`src/rtl/fp_instr_encoder.sv`:
```
// fp_instr_encoder: encodes RV32F command fields into instruction words and queues them in a small FIFO.
module fp_instr_encoder #(
  parameter int DEPTH = 4
) (
  input  logic                     clk_i,
  input  logic                     rst_ni,
  input  logic                     flush_i,
  input  logic                     cmd_valid_i,
  output logic                     cmd_ready_o,
  input  logic [4:0]               cmd_op_i,
  input  logic [2:0]               cmd_rm_i,
  input  logic [4:0]               cmd_rd_i,
  input  logic [4:0]               cmd_rs1_i,
  input  logic [4:0]               cmd_rs2_i,
  input  logic [4:0]               cmd_rs3_i,
  input  logic [11:0]              cmd_imm_i,
  output logic                     instr_valid_o,
  input  logic                     instr_ready_i,
  output logic [31:0]              instr_o,
  output logic                     err_o,
  output logic [7:0]               err_cnt_o,
  output logic [$clog2(DEPTH):0]   fifo_level_o
);
  localparam int AW = $clog2(DEPTH);
  logic [31:0]   mem [DEPTH];
  logic [AW-1:0] wp, rp;
  logic [6:0]    f7;
  logic [2:0]    f3;
  logic [4:0]    r2;
  logic [31:0]   word;
  logic          rm_op, illegal, accept, push, pop;
  always_comb begin
    f7 = '0;
    f3 = cmd_rm_i;
    r2 = cmd_rs2_i;
    case (cmd_op_i)
      5'd7:  f7 = 7'h04;
      5'd8:  f7 = 7'h08;
      5'd9:  f7 = 7'h0C;
      5'd10: begin f7 = 7'h2C; r2 = 5'd0; end
      5'd11: begin f7 = 7'h10; f3 = 3'd0; end
      5'd12: begin f7 = 7'h10; f3 = 3'd1; end
      5'd13: begin f7 = 7'h10; f3 = 3'd2; end
      5'd14: begin f7 = 7'h14; f3 = 3'd0; end
      5'd15: begin f7 = 7'h14; f3 = 3'd1; end
      5'd16: begin f7 = 7'h60; r2 = 5'd0; end
      5'd17: begin f7 = 7'h60; r2 = 5'd1; end
      5'd18: begin f7 = 7'h70; f3 = 3'd0; r2 = 5'd0; end
      5'd19: begin f7 = 7'h50; f3 = 3'd2; end
      5'd20: begin f7 = 7'h50; f3 = 3'd1; end
      5'd21: begin f7 = 7'h50; f3 = 3'd0; end
      5'd22: begin f7 = 7'h70; f3 = 3'd1; r2 = 5'd0; end
      5'd23: begin f7 = 7'h68; r2 = 5'd0; end
      5'd24: begin f7 = 7'h68; r2 = 5'd1; end
      5'd25: begin f7 = 7'h78; f3 = 3'd0; r2 = 5'd0; end
      default: f7 = '0;
    endcase
    // R4 major opcodes 43/47/4B/4F differ only in bits [3:2]
    word = cmd_op_i == 5'd0 ? {cmd_imm_i, cmd_rs1_i, 3'b010, cmd_rd_i, 7'h07} :
           cmd_op_i == 5'd1 ? {cmd_imm_i[11:5], cmd_rs2_i, cmd_rs1_i, 3'b010, cmd_imm_i[4:0], 7'h27} :
           cmd_op_i <= 5'd5 ? {cmd_rs3_i, 2'b00, cmd_rs2_i, cmd_rs1_i, cmd_rm_i, cmd_rd_i,
                               3'b100, cmd_op_i[1:0] ^ 2'b10, 2'b11} :
                              {f7, r2, cmd_rs1_i, f3, cmd_rd_i, 7'h53};
    rm_op   = (cmd_op_i >= 5'd2 && cmd_op_i <= 5'd10) || cmd_op_i == 5'd16 || cmd_op_i == 5'd17 ||
              cmd_op_i == 5'd23 || cmd_op_i == 5'd24;
    illegal = cmd_op_i >= 5'd26 || (rm_op && (cmd_rm_i == 3'b101 || cmd_rm_i == 3'b110));
  end
  assign cmd_ready_o   = fifo_level_o != (AW+1)'(DEPTH) && !flush_i;
  assign instr_valid_o = fifo_level_o != '0;
  assign instr_o       = instr_valid_o ? mem[rp] : '0;
  assign accept        = cmd_valid_i & cmd_ready_o;
  assign push          = accept & ~illegal;
  assign pop           = instr_valid_o & instr_ready_i & ~flush_i;
  always_ff @(posedge clk_i)
    if (push) mem[wp] <= word;
  always_ff @(posedge clk_i or negedge rst_ni)
    if (!rst_ni) begin
      wp           <= '0;
      rp           <= '0;
      fifo_level_o <= '0;
      err_o        <= 1'b0;
      err_cnt_o    <= '0;
    end else begin
      err_o <= accept & illegal;
      if (accept && illegal && err_cnt_o != 8'hFF) err_cnt_o <= err_cnt_o + 8'd1;
      if (flush_i) begin
        wp           <= '0;
        rp           <= '0;
        fifo_level_o <= '0;
      end else begin
        wp           <= wp + AW'(push);
        rp           <= rp + AW'(pop);
        fifo_level_o <= fifo_level_o + (AW+1)'(push) - (AW+1)'(pop);
      end
    end
endmodule

```
`config.mk`:
```
export PLATFORM = sky130hd
export DESIGN_NAME = fp_instr_encoder
export DESIGN_NICKNAME = d
export VERILOG_FILES = /design/src/rtl/fp_instr_encoder.sv
export SDC_FILE = /design/constraint.sdc
export NUM_CORES = 1
export LEC_CHECK = 0
export ABC_AREA = 1
export CAP_MARGIN = 30
export CORE_ASPECT_RATIO = 0.7
export CORE_MARGIN = 2
export CORE_UTILIZATION = 30
export CTS_BUF_LIST = sky130_fd_sc_hd__clkbuf_4
export CTS_CLUSTER_DIAMETER = 80
export DETAILED_ROUTE_END_ITERATION = 8
export GPL_TIMING_DRIVEN = 0
export PLACE_DENSITY = 0.57
export SLEW_MARGIN = 40
export SYNTH_ARGS = -nofsm -noshare
export SYNTH_HDL_FRONTEND = slang
export SYNTH_SLANG_ARGS = --single-unit
export TNS_END_PERCENT = 100
```
`constraint.sdc`:
```
create_clock -name clk_i -period 3.1 [get_ports clk_i]
set_input_delay 0.31 -clock clk_i [delete_from_list [all_inputs] [get_ports clk_i]]
set_output_delay 0.31 -clock clk_i [all_outputs]
set_load 0.02 [all_outputs]
```
## After elaboration in Yosys (flattened, before gate mapping)

Memory sizes are Yosys's and may differ from the RTL's.
Index checks and enable logic that the tools add are counted.

- Add/sub/neg operators: 5
- Order comparisons: 4
- Equal/unequal tests: 24
- Muxes and demuxes: 12
- Bitwise gates (word level): 8
- Reduce and logical (&&, ||, !) cells: 25

Operators with widths:

| kind | count |
|---|---|
| two-way mux 32 bit | 4 |
| one-hot mux 7 bit (11 select lines) | 1 |
| == test 5 bit (second input constant) | 10 |
| == test 5 x 4 -> 1 bit (second input constant) | 8 |
| OR reduction 2 bit | 6 |
| one-hot mux 5 bit (2 select lines) | 1 |
| one-hot mux 3 bit (3 select lines) | 1 |
| adder 8 x 1 -> 8 bit (second input constant) | 1 |
| != test 8 bit (second input constant) | 1 |
| == test 3 bit (second input constant) | 2 |
| logical OR 1 bit | 6 |
| OR reduction 3 bit | 2 |
| OR reduction 6 bit | 1 |
| bitwise AND 1 bit | 5 |
| == test 5 x 1 -> 1 bit (second input constant) | 1 |
| == test 5 x 3 -> 1 bit (second input constant) | 1 |
| greater-or-equal comparator 5 x 2 -> 1 bit (second input constant) | 1 |
| greater-or-equal comparator 5 bit (second input constant) | 1 |
| less-or-equal comparator 5 x 3 -> 1 bit (second input constant) | 1 |
| less-or-equal comparator 5 x 4 -> 1 bit (second input constant) | 1 |
| logical AND 1 bit | 5 |
| logical NOT 5 bit | 1 |
| OR reduction 5 bit | 1 |
| adder 2 x 1 -> 2 bit | 2 |
| 10 further kinds | 14 |

- Flip-flop bits (word level): 16
- RAM bits: 128
- Word-level logic and storage cells: 84
- Memories kept: 1

Memories:

| memory | depth | width | rd ports | clocked after memory_dff | write ports | RTL line | RTL |
|---|---|---|---|---|---|---|---|
| mem | 4 | 32 | 1 | 0 | 1 | 25 | `logic [31:0] mem [DEPTH];` |

## Depth between registers and ports, before layout

- Word-level depth: 13
- Gate-level depth with buffers: 18
- Gate-level depth less buffers: 17

## Least setup slack after synthesis

Ideal clock, no wire load.

- Path type: flip-flop to flip-flop
- From: register fifo_level_o[1]
- To: memory mem[0][10], enable pin
- Library setup time: 0.417 ns
- Data arrival time: 2.786 ns
- Setup slack: -0.104 ns
- Cell stages (with the launch flop): 7
- Period minus slack after synthesis: 3.204 ns
- Cells stage by stage: dfrtp_1 nor2_1 a21oi_1 nand2_1 nor2_8 nand2_2 nor2_1

- Longest elaborated chain between the ends: 6

RTL lines:

| item | RTL line | RTL |
|---|---|---|
| start: declaration | 22 | `output logic [$clog2(DEPTH):0] fifo_level_o` |
| start signal: assignment | 93 | `fifo_level_o <= fifo_level_o + (AW+1)'(push) - (AW+1)'(pop);` |
| != test 3 bit | 68 | `assign cmd_ready_o = fifo_level_o != (AW+1)'(DEPTH) && !flush_i;` |
| logical AND 1 bit | 68 |  |
| named net cmd_ready_o | 9 | `output logic cmd_ready_o,` |
| bitwise AND 1 bit | 71 | `assign accept = cmd_valid_i & cmd_ready_o;` |
| bitwise AND 1 bit | 72 | `assign push = accept & ~illegal;` |
| two-way mux 1 bit | 75 | `if (push) mem[wp] <= word;` |
| two-way mux 1 bit (not written as such) | 75 |  |
| end: declaration | 25 |  |

The timed path passes the listed nets, and every way through them passes these cells.

## Worst setup path after layout

- From: register fifo_level_o[1]
- To: output port instr_o[0]

- Longest elaborated chain between the ends: 2

RTL lines:

| item | RTL line | RTL |
|---|---|---|
| nonzero test 3 bit | 69 | `assign instr_valid_o = fifo_level_o != '0;` |
| two-way mux 32 bit | 70 | `assign instr_o = instr_valid_o ? mem[rp] : '0;` |
| end: declaration | 19 | `output logic [31:0] instr_o,` |

No other way between the ends.

==> impl_metrics.yaml <==
timing:
  finClkSkew_ns: 0.0172
  worstMarginPinSlew_ns: 0.653
  slew_headroom_pct: 56.5
  whs_ns: 0.150
  hold_viol: 0
  finalMaxSlewViolations: 0
  rsz0062_at_grt: "false"
  setup_viol: 0
  fmax_mhz: 342
  finalWorstSetupSlack_ns: 0.175
  min_period_ns: 2.92
  finalCritPeriodShare_pct: 94.4
worst_setup_path:
  rr_endpoint: "fifo_level_o[2]"
  cp.required_ns: 2.79
  crit_path_start: "fifo_level_o[1]"
  rr_worst_depth: 11
  r2r_slack_ns: 0.45
  arrival_ns: 2.61
  end_kind: "primary output"
  crit_end: "instr_o[0]"
  cp-start-kind: "flop"
  worst-setup-path-type: "flop to primary output"
  path_max_fanout: 10
  r2r_start: "fifo_level_o[1]"
synthesis:
  yosysSeqAreaShare_pct: 65.4
  synth_edf_count: 120
  synth.cell_area_um2: 6120
  syn-num-nets: 636
  syn_area_per_cell_um2: 10.5
  ys_types: 39
  synthArstFlopShare_pct: 11.8
  syn_inst: 585
  yosys_register_bits: 136
  synth_top_flop_cell: "edfxtp_1"
  ys_warn_count: 0
power_and_ir_drop:
  power_density_nw_per_um2: 645
  p_leak_uw: 0.00292
  ir_drop_mv: 0.194
cts:
  postCtsSetupRepairBufs: 0
  cts_buffers: 17
  clock_sinks: 136
  cts-root-buf: "clkbuf_4"
  cts_tree: "yes"
  cts_max_level: 4
  clkTransAtPathRegs_ns: 0.10
  clk_path_buf_depth: 2
  clkLatencyLatePin_ns: 0.53
grt:
  grt_pass1_wl_um: 23500
  grt_overflow: 0
  grt_pass1_vias: 4216
  grtUsageTotal_pct: 14.8
  antenna_found_initial: 0
  grt_max_degree: 18
place:
  place_ws_ns: -0.00975
  hpwlAfterDp_um: 10600
  gp_congestion: 0.869
  numPortBuffers: 87
route:
  wl_met1_um: 7670
  final_antenna_net_count: 0
  drt_wl_total_um: 15400
  wl_met3_um: 728
  viasPerCell: 4.54
  top_layer_used: "met4"
  wl_per_cell_um: 15.7
  drc: 0
  vias: 4456
  dr.pass1.iters: 5
  dr_wl_met2_um: 6800
  drt_iter0_drc: 373
floorplan:
  std_cell_rows: 43
  core_area_um2: 19900
  fp.dieH_um: 124
  ios: 91
  die-area_um2: 21600
  start_util_pct: 30.7
  fp.dieW_um: 175
layout:
  final_common_cell: "nor2_1"
  fillCellCount: 1957
  area_growth_pct: 27.8
  multiInputGateArea_um2: 1890
  drive_above_1_share_pct: 12.2
  register_area_um2: 4000
  nets: 749
  layout_common_cells: "152 x nor2_1, 120 x edfxtp_1, 86 x clkdlybuf4s50_1, 61 x o21ai_0, 51 x nand2_1"
outcome:
  status: "finished clean"
job:
  drv_cap: 0
hold_path:
  worst_hold_path_type: "input pin to flop"
  whs_path_depth: 2
-- kinds of logic after synthesis --
| group | share of synthesized area, % |
|---|---|
| adder cells (fa/ha/maj) | 1.35 |
| AO/OA/AOI/OAI | 9.77 |
| AND/OR/NAND/NOR | 18.1 |
| XOR/XNOR | 1.14 |
| buffers and inverters | 4.25 |
| flip-flops | 65.4 |
-- flip-flops by register name (all words and copies together) (netlist names) --
| name | count |
|---|---|
| mem | 120 |
| err_cnt_o | 8 |
| fifo_level_o | 3 |
| rp | 2 |
| wp | 2 |
| err_o | 1 |
-- repair_timing --
| item | CTS | global route |
|---|---|---|
| pin swaps | 0 | 0 |
| hold buffers | 0 | 1 |
| endpoints found under the hold margin | 0 | 16 |
| setup endpoints to repair | 34 | 18 |
| gates resized for setup | 19 | 5 |
-- final cells by class --
cell class,count,area share (%)
tap,270,4.32
sequential,136,51.2
buffer,28,1.98
multi-input combinational,385,24.1
timing repair buffer,95,13.2
clock inverter,13,1.66
clock buffer,19,1.82
inverter,35,1.68
antenna,1,0.0320
-- per-layer routing --
layer,vias to the layer above,global-route usage (%)
li1,2247,-
met1,2085,20.8
met2,105,22.7
met3,19,3.87
met4,0,4.53
met5,-,0
-- where the power goes --
group / total (uW) / internal (uW) / switching (uW)
clock network: 1120 / 491 / 631
registers: 2150 / 2090 / 62.0
logic: 1770 / 720 / 1050
-- worst min-delay path by stage --
stage	slack (ns)	end	start
after floorplan	0.01	err_cnt_o[0]	rst_ni
after detailed placement	0.53	err_cnt_o[1]	err_cnt_o[1]
after global routing	0.09	wp[0]	flush_i
final	0.15	fifo_level_o[1]	flush_i
after global placement	0.50	wp[1]	wp[1]
after CTS	0.09	wp[0]	flush_i
-- synth_stat cells (4+ instances only) --
| library cell | number | area share [%] |
|---|---|---|
| o21ai_1 | 10 | 0.82 |
| nand2_1 | 51 | 3.1 |
| dfrtp_1 | 16 | 6.5 |
| nand3_1 | 18 | 1.5 |
| nand2_2 | 5 | 0.51 |
| ha_1 | 5 | 1.0 |
| nor2_1 | 157 | 9.6 |
| inv_1 | 25 | 1.5 |
| xor2_1 | 4 | 0.57 |
| clkbuf_1 | 21 | 1.3 |
| nand4_1 | 9 | 0.92 |
| edfxtp_1 | 120 | 59 |
| a21oi_1 | 36 | 2.9 |
| xnor2_1 | 4 | 0.57 |
| o21ai_0 | 61 | 5.0 |
| inv_2 | 9 | 0.55 |
-- critical path: stages, from the launching register on --
cell and delay [ns]:
dfrtp_1 0.45, or2_2 0.32, nor2_2 0.27, clkbuf_4 0.31, inv_1 0.09, buf_4 0.13
clkdlybuf4s50_1 0.53
-- metrics by stage --
step / instance area [um2] / util [%] / TNS [ns] / power (uW) / instances
final: 7820 / 39.3 / 0 / 5050 / 982
after global routing: 7820 / 39.3 / 0 / 5310 / 981
after CTS: 7820 / 39.3 / 0 / 5100 / 981
after detailed placement: 7510 / 37.7 / -0.00975 / 3960 / 949
after global placement: 7330 / 36.8 / -185.03 / 3930 / 942
after floorplan: 6120 / - / -12.44 / 3100 / 585
(Power assumes the default switching activity.)
